`src/rtl/branch_stack_pkg.sv`:
```
// rtl/branch_stack_pkg.sv - sizes, checkpoint types and helpers shared by the branch stack
package branch_stack_pkg;

   localparam int DEPTH           = 4;
   localparam int PHYS_REG_SZ     = 64;
   localparam int PHYS_REG_IDX    = $clog2(PHYS_REG_SZ);
   localparam int ARCH_REG_SZ     = 32;
   localparam int ROB_SZ          = 32;
   localparam int ROB_IDX_W       = $clog2(ROB_SZ);
   localparam int RETIRE_W        = 2;
   localparam int NUM_SCALAR_BITS = $clog2(RETIRE_W + 1);
   localparam int MAP_W           = ARCH_REG_SZ * PHYS_REG_IDX;
   localparam int RETIRE_BUS_W    = RETIRE_W * PHYS_REG_IDX;

   typedef logic [DEPTH-1:0]        branch_mask_t;
   typedef logic [PHYS_REG_SZ-1:0]  free_list_t;
   typedef logic [MAP_W-1:0]        map_table_t;
   typedef logic [ROB_IDX_W-1:0]    rob_idx_t;
   typedef logic [RETIRE_BUS_W-1:0] retire_bus_t;

   typedef struct packed {
      free_list_t   free_list;
      map_table_t   map_table;
      rob_idx_t     rob_tail;
      branch_mask_t dep_mask;
   } branch_checkpoint_t;

   // Registers freed by this cycle's retirements, as a free-list-shaped mask.
   function automatic free_list_t retire_fold(input retire_bus_t regs,
                                              input logic [NUM_SCALAR_BITS-1:0] num);
      free_list_t m;
      m = '0;
      for (int i = 0; i < RETIRE_W; i++) begin
         if (i < int'(num)) begin
            m[regs[i*PHYS_REG_IDX +: PHYS_REG_IDX]] = 1'b1;
         end
      end
      return m;
   endfunction

   function automatic logic is_onehot(input branch_mask_t m);
      return (m != '0) && ((m & (m - 1'b1)) == '0);
   endfunction

endpackage

```
`src/rtl/branch_stack_if.sv`:
```
// rtl/branch_stack_if.sv - dispatch / retire / resolve / restore signal bundle of the branch stack
interface branch_stack_if;
   import branch_stack_pkg::*;

   logic         dispatch_valid;
   free_list_t   dispatch_free_list;
   map_table_t   dispatch_map_table;
   rob_idx_t     dispatch_rob_tail;
   logic         dispatch_ready;
   branch_mask_t dispatch_mask;
   branch_mask_t branch_mask;

   retire_bus_t                phys_reg_retiring;
   logic [NUM_SCALAR_BITS-1:0] num_retiring_valid;

   logic         resolve_valid;
   branch_mask_t resolve_mask;
   logic         resolve_mispredict;

   logic         restore_flag;
   free_list_t   free_list_restore;
   map_table_t   map_table_restore;
   rob_idx_t     rob_tail_restore;
   branch_mask_t resolve_clear_mask;

   modport master (
      output dispatch_valid, dispatch_free_list, dispatch_map_table, dispatch_rob_tail,
      output phys_reg_retiring, num_retiring_valid,
      output resolve_valid, resolve_mask, resolve_mispredict,
      input  dispatch_ready, dispatch_mask, branch_mask,
      input  restore_flag, free_list_restore, map_table_restore, rob_tail_restore,
      input  resolve_clear_mask
   );

   modport slave (
      input  dispatch_valid, dispatch_free_list, dispatch_map_table, dispatch_rob_tail,
      input  phys_reg_retiring, num_retiring_valid,
      input  resolve_valid, resolve_mask, resolve_mispredict,
      output dispatch_ready, dispatch_mask, branch_mask,
      output restore_flag, free_list_restore, map_table_restore, rob_tail_restore,
      output resolve_clear_mask
   );

endinterface

```
`src/rtl/branch_slot_alloc.sv`:
```
// rtl/branch_slot_alloc.sv - picks the lowest-index free checkpoint slot as a one-hot grant
module branch_slot_alloc #(
   parameter int DEPTH = 4
) (
   input  logic [DEPTH-1:0] busy,
   output logic [DEPTH-1:0] grant
);

   logic found;

   always_comb begin
      grant = '0;
      found = 1'b0;
      for (int i = 0; i < DEPTH; i++) begin
         if (!busy[i] && !found) begin
            grant[i] = 1'b1;
            found    = 1'b1;
         end
      end
   end

endmodule

```
`src/rtl/branch_stack.sv`:
```
// rtl/branch_stack.sv - branch checkpoint stack with retire folding and mispredict restore
// Optional BRANCH_STACK_STATS_EN adds saturating mispredict/correct resolve counters.
module branch_stack
   import branch_stack_pkg::*;
(
   input  logic          clock,
   input  logic          reset,
   branch_stack_if.slave bs
`ifdef BRANCH_STACK_STATS_EN
   ,
   output logic [31:0]   num_mispredicts,
   output logic [31:0]   num_correct
`endif
);

   branch_mask_t       valid_q;
   branch_mask_t       valid_d;
   branch_checkpoint_t slot_q [DEPTH];

   free_list_t   retire_mask;
   branch_mask_t alloc_onehot;
   branch_mask_t squash;
   logic         dispatch_ready_w;
   logic         res_ok;
   logic         res_mis;
   logic         res_cor;
   logic         push;

   free_list_t   res_free_list;
   map_table_t   res_map_table;
   rob_idx_t     res_rob_tail;

   logic         restore_flag_q;
   free_list_t   free_list_restore_q;
   map_table_t   map_table_restore_q;
   rob_idx_t     rob_tail_restore_q;
   branch_mask_t resolve_clear_q;

   assign retire_mask = retire_fold(bs.phys_reg_retiring, bs.num_retiring_valid);

   branch_slot_alloc #(.DEPTH(DEPTH)) u_alloc (
      .busy  (valid_q),
      .grant (alloc_onehot)
   );

   assign dispatch_ready_w = ~&valid_q;
   assign bs.dispatch_ready = dispatch_ready_w;
   assign bs.dispatch_mask  = alloc_onehot;
   assign bs.branch_mask    = valid_q;

   assign res_ok  = bs.resolve_valid && is_onehot(bs.resolve_mask) && ((bs.resolve_mask & valid_q) != '0);
   assign res_mis = res_ok && bs.resolve_mispredict;
   assign res_cor = res_ok && !bs.resolve_mispredict;
   // A mispredicting branch squashes anything dispatched behind it, including this cycle's.
   assign push    = bs.dispatch_valid && dispatch_ready_w && !res_mis;

   always_comb begin
      squash        = '0;
      res_free_list = '0;
      res_map_table = '0;
      res_rob_tail  = '0;
      for (int j = 0; j < DEPTH; j++) begin
         if (valid_q[j] && (bs.resolve_mask[j] || ((slot_q[j].dep_mask & bs.resolve_mask) != '0))) begin
            squash[j] = 1'b1;
         end
         if (bs.resolve_mask[j]) begin
            res_free_list = slot_q[j].free_list;
            res_map_table = slot_q[j].map_table;
            res_rob_tail  = slot_q[j].rob_tail;
         end
      end
   end

   // The slot freed by a correct resolve is not in alloc_onehot this cycle, so set/clear never collide.
   always_comb begin
      valid_d = valid_q;
      if (res_mis) begin
         valid_d = valid_q & ~squash;
      end else begin
         if (res_cor) valid_d = valid_d & ~bs.resolve_mask;
         if (push)    valid_d = valid_d | alloc_onehot;
      end
   end

   always_ff @(posedge clock) begin
      if (!reset) begin
         valid_q <= '0;
         for (int j = 0; j < DEPTH; j++) begin
            slot_q[j] <= '0;
         end
      end else begin
         valid_q <= valid_d;
         for (int j = 0; j < DEPTH; j++) begin
            if (push && alloc_onehot[j]) begin
               slot_q[j].free_list <= bs.dispatch_free_list | retire_mask;
               slot_q[j].map_table <= bs.dispatch_map_table;
               slot_q[j].rob_tail  <= bs.dispatch_rob_tail;
               slot_q[j].dep_mask  <= valid_q & ~(res_cor ? bs.resolve_mask : '0);
            end else if (valid_q[j]) begin
               slot_q[j].free_list <= slot_q[j].free_list | retire_mask;
               if (res_cor) begin
                  slot_q[j].dep_mask <= slot_q[j].dep_mask & ~bs.resolve_mask;
               end
            end
         end
      end
   end

   always_ff @(posedge clock) begin
      if (!reset) begin
         restore_flag_q      <= 1'b0;
         free_list_restore_q <= '0;
         map_table_restore_q <= '0;
         rob_tail_restore_q  <= '0;
         resolve_clear_q     <= '0;
      end else begin
         restore_flag_q  <= res_mis;
         resolve_clear_q <= res_cor ? bs.resolve_mask : '0;
         if (res_mis) begin
            free_list_restore_q <= res_free_list | retire_mask;
            map_table_restore_q <= res_map_table;
            rob_tail_restore_q  <= res_rob_tail;
         end
      end
   end

   assign bs.restore_flag       = restore_flag_q;
   assign bs.free_list_restore  = free_list_restore_q;
   assign bs.map_table_restore  = map_table_restore_q;
   assign bs.rob_tail_restore   = rob_tail_restore_q;
   assign bs.resolve_clear_mask = resolve_clear_q;

`ifdef BRANCH_STACK_STATS_EN
   always_ff @(posedge clock) begin
      if (!reset) begin
         num_mispredicts <= '0;
         num_correct     <= '0;
      end else begin
         if (res_mis && (num_mispredicts != '1)) num_mispredicts <= num_mispredicts + 1'b1;
         if (res_cor && (num_correct != '1))     num_correct     <= num_correct + 1'b1;
      end
   end
`endif

   always_ff @(posedge clock) begin
      if (reset) begin
         assert (!(bs.dispatch_valid && !dispatch_ready_w))
            else $error("branch_stack: dispatch while no slot is free");
         assert (!bs.resolve_valid || res_ok)
            else $error("branch_stack: resolve of invalid slot or non-one-hot mask");
      end
   end

endmodule

```
`src/flat_wrapper.sv`:
```
// flat-port wrapper written by rule: the top's interface ports become plain ports
module branch_stack_flat import branch_stack_pkg::*;
  (clock, reset, bs_dispatch_valid, bs_dispatch_free_list, bs_dispatch_map_table, bs_dispatch_rob_tail, bs_phys_reg_retiring, bs_num_retiring_valid, bs_resolve_valid, bs_resolve_mask, bs_resolve_mispredict, bs_dispatch_ready, bs_dispatch_mask, bs_branch_mask, bs_restore_flag, bs_free_list_restore, bs_map_table_restore, bs_rob_tail_restore, bs_resolve_clear_mask);
  branch_stack_if bs_i ();
  input  logic clock;
  input  logic reset;
  input wire logic [$bits(bs_i.dispatch_valid)-1:0] bs_dispatch_valid;
  input wire logic [$bits(bs_i.dispatch_free_list)-1:0] bs_dispatch_free_list;
  input wire logic [$bits(bs_i.dispatch_map_table)-1:0] bs_dispatch_map_table;
  input wire logic [$bits(bs_i.dispatch_rob_tail)-1:0] bs_dispatch_rob_tail;
  input wire logic [$bits(bs_i.phys_reg_retiring)-1:0] bs_phys_reg_retiring;
  input wire logic [$bits(bs_i.num_retiring_valid)-1:0] bs_num_retiring_valid;
  input wire logic [$bits(bs_i.resolve_valid)-1:0] bs_resolve_valid;
  input wire logic [$bits(bs_i.resolve_mask)-1:0] bs_resolve_mask;
  input wire logic [$bits(bs_i.resolve_mispredict)-1:0] bs_resolve_mispredict;
  output wire logic [$bits(bs_i.dispatch_ready)-1:0] bs_dispatch_ready;
  output wire logic [$bits(bs_i.dispatch_mask)-1:0] bs_dispatch_mask;
  output wire logic [$bits(bs_i.branch_mask)-1:0] bs_branch_mask;
  output wire logic [$bits(bs_i.restore_flag)-1:0] bs_restore_flag;
  output wire logic [$bits(bs_i.free_list_restore)-1:0] bs_free_list_restore;
  output wire logic [$bits(bs_i.map_table_restore)-1:0] bs_map_table_restore;
  output wire logic [$bits(bs_i.rob_tail_restore)-1:0] bs_rob_tail_restore;
  output wire logic [$bits(bs_i.resolve_clear_mask)-1:0] bs_resolve_clear_mask;
  assign bs_i.dispatch_valid = bs_dispatch_valid;
  assign bs_i.dispatch_free_list = bs_dispatch_free_list;
  assign bs_i.dispatch_map_table = bs_dispatch_map_table;
  assign bs_i.dispatch_rob_tail = bs_dispatch_rob_tail;
  assign bs_i.phys_reg_retiring = bs_phys_reg_retiring;
  assign bs_i.num_retiring_valid = bs_num_retiring_valid;
  assign bs_i.resolve_valid = bs_resolve_valid;
  assign bs_i.resolve_mask = bs_resolve_mask;
  assign bs_i.resolve_mispredict = bs_resolve_mispredict;
  assign bs_dispatch_ready = bs_i.dispatch_ready;
  assign bs_dispatch_mask = bs_i.dispatch_mask;
  assign bs_branch_mask = bs_i.branch_mask;
  assign bs_restore_flag = bs_i.restore_flag;
  assign bs_free_list_restore = bs_i.free_list_restore;
  assign bs_map_table_restore = bs_i.map_table_restore;
  assign bs_rob_tail_restore = bs_i.rob_tail_restore;
  assign bs_resolve_clear_mask = bs_i.resolve_clear_mask;
  branch_stack u_core (.clock(clock), .reset(reset), .bs(bs_i));
endmodule
```
`config.mk`:
```
export PLATFORM = sky130hd
export DESIGN_NAME = branch_stack_flat
export DESIGN_NICKNAME = d
export VERILOG_FILES = /design/src/rtl/branch_stack_pkg.sv /design/src/rtl/branch_stack_if.sv /design/src/rtl/branch_slot_alloc.sv /design/src/rtl/branch_stack.sv /design/src/flat_wrapper.sv
export SDC_FILE = /design/constraint.sdc
export NUM_CORES = 2
export LEC_CHECK = 0
export CORE_UTILIZATION = 27
export CTS_CLUSTER_DIAMETER = 30
export CTS_CLUSTER_SIZE = 16
export DETAILED_ROUTE_END_ITERATION = 6
export PLACE_DENSITY = 0.48
export SLEW_MARGIN = 20
export SYNTH_ARGS = -nofsm -noshare
export SYNTH_HDL_FRONTEND = slang
export SYNTH_SLANG_ARGS = --single-unit
```
`constraint.sdc`:
```
create_clock -name clock -period 25.5 [get_ports clock]
set_input_delay 5.1 -clock clock [delete_from_list [all_inputs] [get_ports clock]]
set_output_delay 5.1 -clock clock [all_outputs]
set_load 0.01 [all_outputs]
```
# Word level (Yosys, flattened, before mapping)
# Memory sizes are Yosys's and may differ from the RTL's.
# Index checks and enable logic that the tools add are counted.
op_classes:
  n_addsub: 1
  magnitude_cmp: 6
  mux: 103
  n_bitwise: 48
  n_reduce_logical: 40
ops:
  columns: ["operator", "count"]
  rows:
  - ["$mux W192", 8]
  - ["$mux W64", 14]
  - ["$or A64 B64 Y64", 7]
  - ["$mux W1", 58]
  - ["$and A4 B4 Y4", 13]
  - ["$mux W4", 13]
  - ["$mux W5", 8]
  - ["$or A1 B1 Y1", 24]
  - ["$reduce_bool A4 Y1", 6]
  - ["$logic_and A1 B1 Y1", 20]
  - ["$lt A6 B7 Y1 const B", 2]
  - ["$demux W1 S6", 2]
  - ["$ge A6 B1 Y1 const B", 2]
  - ["$not A4 Y4", 3]
  - ["$logic_not A1 Y1", 8]
  - ["$logic_not A4 Y1", 1]
  - ["$logic_or A1 B1 Y1", 4]
  - ["$lt A1 B2 Y1 const A", 2]
  - ["$or A4 B4 Y4", 1]
  - ["$reduce_and A4 Y1", 1]
  - ["$sub A4 B1 Y4 const B", 1]
totals:
  ff_bits: 270
  ram_bits: 1060
  inputBits: 284
  out_inout_bits: 275
  elab_cells: 205
  mem_count: 1
memory_table:
  columns: ["memory", "depth", "width", "rd", "rd_ports_with_merged_regs", "write_ports", "line_no", "source"]
  rows:
  - ["u_core.slot_q", 4, 265, 4, 0, 4, "branch_stack.sv:18", "branch_checkpoint_t slot_q [DEPTH];"]

# Longest topological paths before layout
depth:
  ltp_word: 15
  depth_mapped: 10
  mapped_depth_nobuf: 5

# By module
# A second synthesis with hierarchy kept.
hier_totals:
  cells_unflattened: 5297
  area_unflattened_um2: 58071.9
modules_own_cells:
  columns: ["module", "instances", "cells_per_inst", "area_per_inst_um2", "seq_area_each_um2"]
  rows:
  - ["branch_stack", 1, 5293, 58041.9, 37115.6]
  - ["branch_slot_alloc", 1, 4, 30.0, 0.0]

# Worst setup path before layout
# Ideal clock, no wire load.
synth_timing:
  path_kind: "input -> register"
  startpoint: "in bs_resolve_mask[2]"
  endpoint: "mem u_core.slot_q[0][100] (netlist bit), enable pin"
  setup_ps: 1030
  arrival_ps: 19917
  required_time_ps: 24470
  slack_ps: 4554
  stages: 6
  path_buffers: 2
  path_cell_list: "buf_2 a22o_1 o211ai_1 o21ai_2 clkbuf_1 o21ai_0"
synth_lines:
  columns: ["element", "line_no", "source"]
  rows:
  - ["start, declared", "flat_wrapper.sv:14", "input wire logic [$bits(bs_i.resolve_mask)-1:0] bs_resolve_mask;"]
  - ["end, declared", "branch_stack.sv:18", null]

==> out/summary.md <==
Total count of hold-check failures in the final report: 0. In the final routed layout, each cell accounts on average for 24.8 um. In this design, the stage delay of the slowest critical-path cell is 910 ps. In the routed design, unresolved DRC markers number 3.

The run gives 113 ps as the setup clock skew after layout. The tools report the final hold slack as 450 ps. The total internal power was 0.00577 W; the layout net count was 5,778.

For the worst setup path, the data arrival time is 10,130 ps. The tools report the sequential standard cell area as 0.0371 sq mm. Wires add up to 213 mm. The post-route minimum period works out to 9620 ps. The clock network power share was 61.0%; the number of I/O pins was 559.

The pin count of the biggest net entering global routing is 158. The transition at the pin with the smallest max-transition slack was 1170 ps; the all-layer global routing usage was 19.5%. Clock-pin slew was measured on the worst setup and hold paths at 40 ps. The clock passes through at most 4 buffers. In this run the tool buffered the top-level ports with 558 buffer cells. The number of cells produced by synthesis came out at 4,956.

The cell type with the highest aggregate area in the netlist is sky130_fd_sc_hd__edfxtp_1. The critical path is of the input port to flip-flop type. The run gives 0.00164 W as the switching power. Root buffer cell: sky130_fd_sc_hd__clkbuf_16. The initial core utilization came out at 27.2%.

In this run the remaining antenna-violating nets after routing total 0. The family of cells with the greatest summed delay on the critical path is buffers and inverters. Worst-case vdd ir drop: 0.0705 mV. The number of violations of the max-capacitance limit was 0.

The via count of the first global-routing pass is 44,171, and the per-instance average area after synthesis is 11.4 sq um. The checks that failed: DRC. TritonCTS built the clock tree. The share of total power dissipated in sequential elements is 33.7%. The final cell area excluding filler cells was 0.0768 sq mm; the filler cell count in the final layout was 20,178. Headroom to the max-slew limit came out at 21.8%. The worst path uses 37.7% of the clock period.

The number of buffers and inverters on the critical path is 3, and the area of combinational cells with multiple inputs is 0.0175 sq mm. Net switching is 22.2% of the power. The first global-routing pass estimated 306 mm of wire. The worst register-to-register path has a setup slack of 20,290 ps. The tools report the number of cells upsized or downsized after cts as 0.

The detail-routed via count per cell is 5.22. In the synthesized netlist the dominant register cell turns out to be sky130_fd_sc_hd__edfxtp_1. Sorting the synthesized cells by area gives the leading types as sky130_fd_sc_hd__edfxtp_1, sky130_fd_sc_hd__dfxtp_1, sky130_fd_sc_hd__nor2_1, sky130_fd_sc_hd__a221oi_1, sky130_fd_sc_hd__o22ai_1.

The tools report the placed instance area as 0.0646 sq mm. After synthesis, flip-flops and latches occupy 65.7% of the total area. For this design the ratio of total power to cell area is 96.4 mW/mm^2.

Kind of launch point of the worst setup path: an input port. For the post-CTS setup repair buffer count, the log shows 0. In this run, the number of DRC markers left after iteration 0 of detailed routing was 4,608.

The floorplan step set the die height to 459 um. The number of distinct library cell variants in the gate-level netlist after synthesis was 53; the static leakage was 26.8 nW. The share of async-settable or async-resettable flops after synthesis works out to 0%. The tools report the number of sinks on the clock net as 1,326.

H-tree depth: 5. The path class of the tightest hold or removal check is flip-flop to flip-flop. The number of pins exceeding their max-slew limit in the final report was 0.

Kind of capture point of the worst setup path: a flip-flop. For the cell area after synthesis, the log shows 0.0565 sq mm. The library cell used most frequently in the layout, excluding fill and tap cells, is sky130_fd_sc_hd__edfxtp_1. Setup repair after global routing left no endpoint under its margin.

Counting every net in the synthesized netlist gives 5,240. Largest fanout of any net on the critical path: 56. Overall power consumption after layout is estimated at 0.00741 W. Slowest cell on the critical path: sky130_fd_sc_hd__nand2_4. Summed over all layers, the global routing overflow is 0.

The fraction of post-synthesis cell area in the top cell type by area was 56.1%. Routability-driven placement finished with a final weighted congestion of 0.822. Critical path data required time: 26,010 ps. The count of state elements after synthesis was 1,326; the routed via count was 44,750. Area growth from synthesis to layout: 36.0%. The number of rows created at floorplan is 167. The HPWL after detailed placement is 119 mm. In the final layout, the share of cells above drive strength 1 is 11.7%. The library cells used most frequently in the layout, excluding fill and tap cells, are sky130_fd_sc_hd__edfxtp_1, sky130_fd_sc_hd__nor2_1, sky130_fd_sc_hd__clkdlybuf4s50_1. For the total negative slack for setup checks, the log shows 0 ps.

Combinational logic is responsible for 5.3% of the overall power. The die covers 0.211 sq mm. The first TritonRoute pass finished after 7 iterations. The upper clock frequency limit was 104 MHz.

Traced cell by cell, the critical path runs through clkdlybuf4s50_1 > or4b_1 > o311ai_1 > nand2_4 > nand3_4 > nand2_4 > buf_4 > buf_4. The flow ran to the end, but the final reports show violations. Setup violations remaining at the end of the flow were counted as 0. The number of enable flip-flop cells after synthesis works out to 1,056. The chip width was 459 um. Buffers inserted during clock tree synthesis total 359. The worst-skew pair later-pin latency was 980 ps. The run gives 26 as the initial antenna violation count.

The region available for standard cell placement spans 0.207 sq mm. In this run, post-CTS hold repair placed 0 buffers. Number of warnings printed during yosys synthesis: 0.
## synthesized netlist by cell type, types with 3 or more instances
cell type	count
sky130_fd_sc_hd__inv_1	73
sky130_fd_sc_hd__o31ai_1	3
sky130_fd_sc_hd__buf_6	7
sky130_fd_sc_hd__buf_2	26
sky130_fd_sc_hd__o22ai_1	328
sky130_fd_sc_hd__nand3b_1	4
sky130_fd_sc_hd__nand2b_1	4
sky130_fd_sc_hd__nor2b_1	9
sky130_fd_sc_hd__o21ai_0	77
sky130_fd_sc_hd__a221o_1	190
sky130_fd_sc_hd__or3_1	198
sky130_fd_sc_hd__or2_2	9
sky130_fd_sc_hd__dfxtp_1	270
sky130_fd_sc_hd__nand3_1	25
sky130_fd_sc_hd__nor2_1	868
sky130_fd_sc_hd__nand4_1	3
sky130_fd_sc_hd__clkbuf_1	409
sky130_fd_sc_hd__a222oi_1	4
sky130_fd_sc_hd__and2_1	265
sky130_fd_sc_hd__nand2_1	427
sky130_fd_sc_hd__a221oi_1	262
sky130_fd_sc_hd__edfxtp_1	1056
sky130_fd_sc_hd__o32ai_1	68
sky130_fd_sc_hd__nand4b_1	4
sky130_fd_sc_hd__a21oi_1	328
sky130_fd_sc_hd__buf_1	5
## worst paths after layout
path | endpoint | depth (start not counted) | from
min | u_core.bs.map_table_restore[42]$_SDFFE_PN0N_ | 2 | u_core.bs.map_table_restore[42]$_SDFFE_PN0N_
min reg2reg | u_core.bs.map_table_restore[42]$_SDFFE_PN0N_ | 2 | u_core.bs.map_table_restore[42]$_SDFFE_PN0N_
max | u_core.slot_q[1][26]$_SDFFCE_PN0P_ | 8 | bs_resolve_mask[0]
max reg2reg | u_core.slot_q[1][26]$_SDFFCE_PN0P_ | 7 | u_core.bs.branch_mask[0]$_SDFF_PN0_
## sequential cells by signal, summed over array words and instances (netlist names)
signal	count
u_core.bs.restore_flag	1
u_core.bs.free_list_restore	64
u_core.bs.branch_mask	4
u_core.bs.resolve_clear_mask	4
u_core.slot_q	1056
u_core.bs.rob_tail_restore	5
u_core.bs.map_table_restore	192
## stage by stage
step                      std cells  worst slack [ps]  utilization [%]
after floorplan                4956              4550                -
after global placement         7921             14860             31.1
after detailed placement       7921             14790             31.1
after CTS                      8571             15760             37.0
after global routing           8574             15600             37.0
final                          8580             15880             37.0
## tightest hold or removal path: stages (launching register included)
cell and delay (ps):
sky130_fd_sc_hd__dfxtp_1 300, sky130_fd_sc_hd__nand2_1 50, sky130_fd_sc_hd__a21oi_1 50
## cell type report
type	count	share of cell area (%)
Sequential cell	1326	48.3
Multi-Input combinational cell	3110	22.8
Clock buffer	465	12.9
Timing Repair Buffer	624	8.04
Tap cell	2788	4.54
Clock inverter	185	2.93
Inverter	73	0.376
Antenna cell	9	0.0293
## layer usage
metal | global-route usage, % | part of all wire (%) | vias to the layer above
met3 | 5.08 | 8.8 | 339
met5 | 0 | 0.076 | -
met1 | 25.9 | 42 | 22385
met2 | 30.5 | 46 | 2118
met4 | 6.61 | 2.7 | 30
li1 | - | - | 19878
## power by group through the flow
stage / logic, W / clock network [W] / registers [W]
2_1_floorplan: 0.000203 / 0 / 0.00254
5_1_grt: 0.000420 / 0.00470 / 0.00250
3_5_place_dp: 0.000394 / 0 / 0.00253
3_3_place_gp: 0.000393 / 0 / 0.00253
6_report: 0.000392 / 0.00452 / 0.00250
4_1_cts: 0.000396 / 0.00458 / 0.00250
## kinds of logic (layout without fill, tap and decap cells)
family          after synthesis  in the layout  synth area share, %
flops                      1326           1326                 65.7
other cells                   0              9                    0
compound gates             1282           1282                 16.2
simple gates               1827           1827                 14.5
xor+xnor                      1              1               0.0155
buf+inv                     520           1347                 3.61
(Power assumes the default switching activity.)
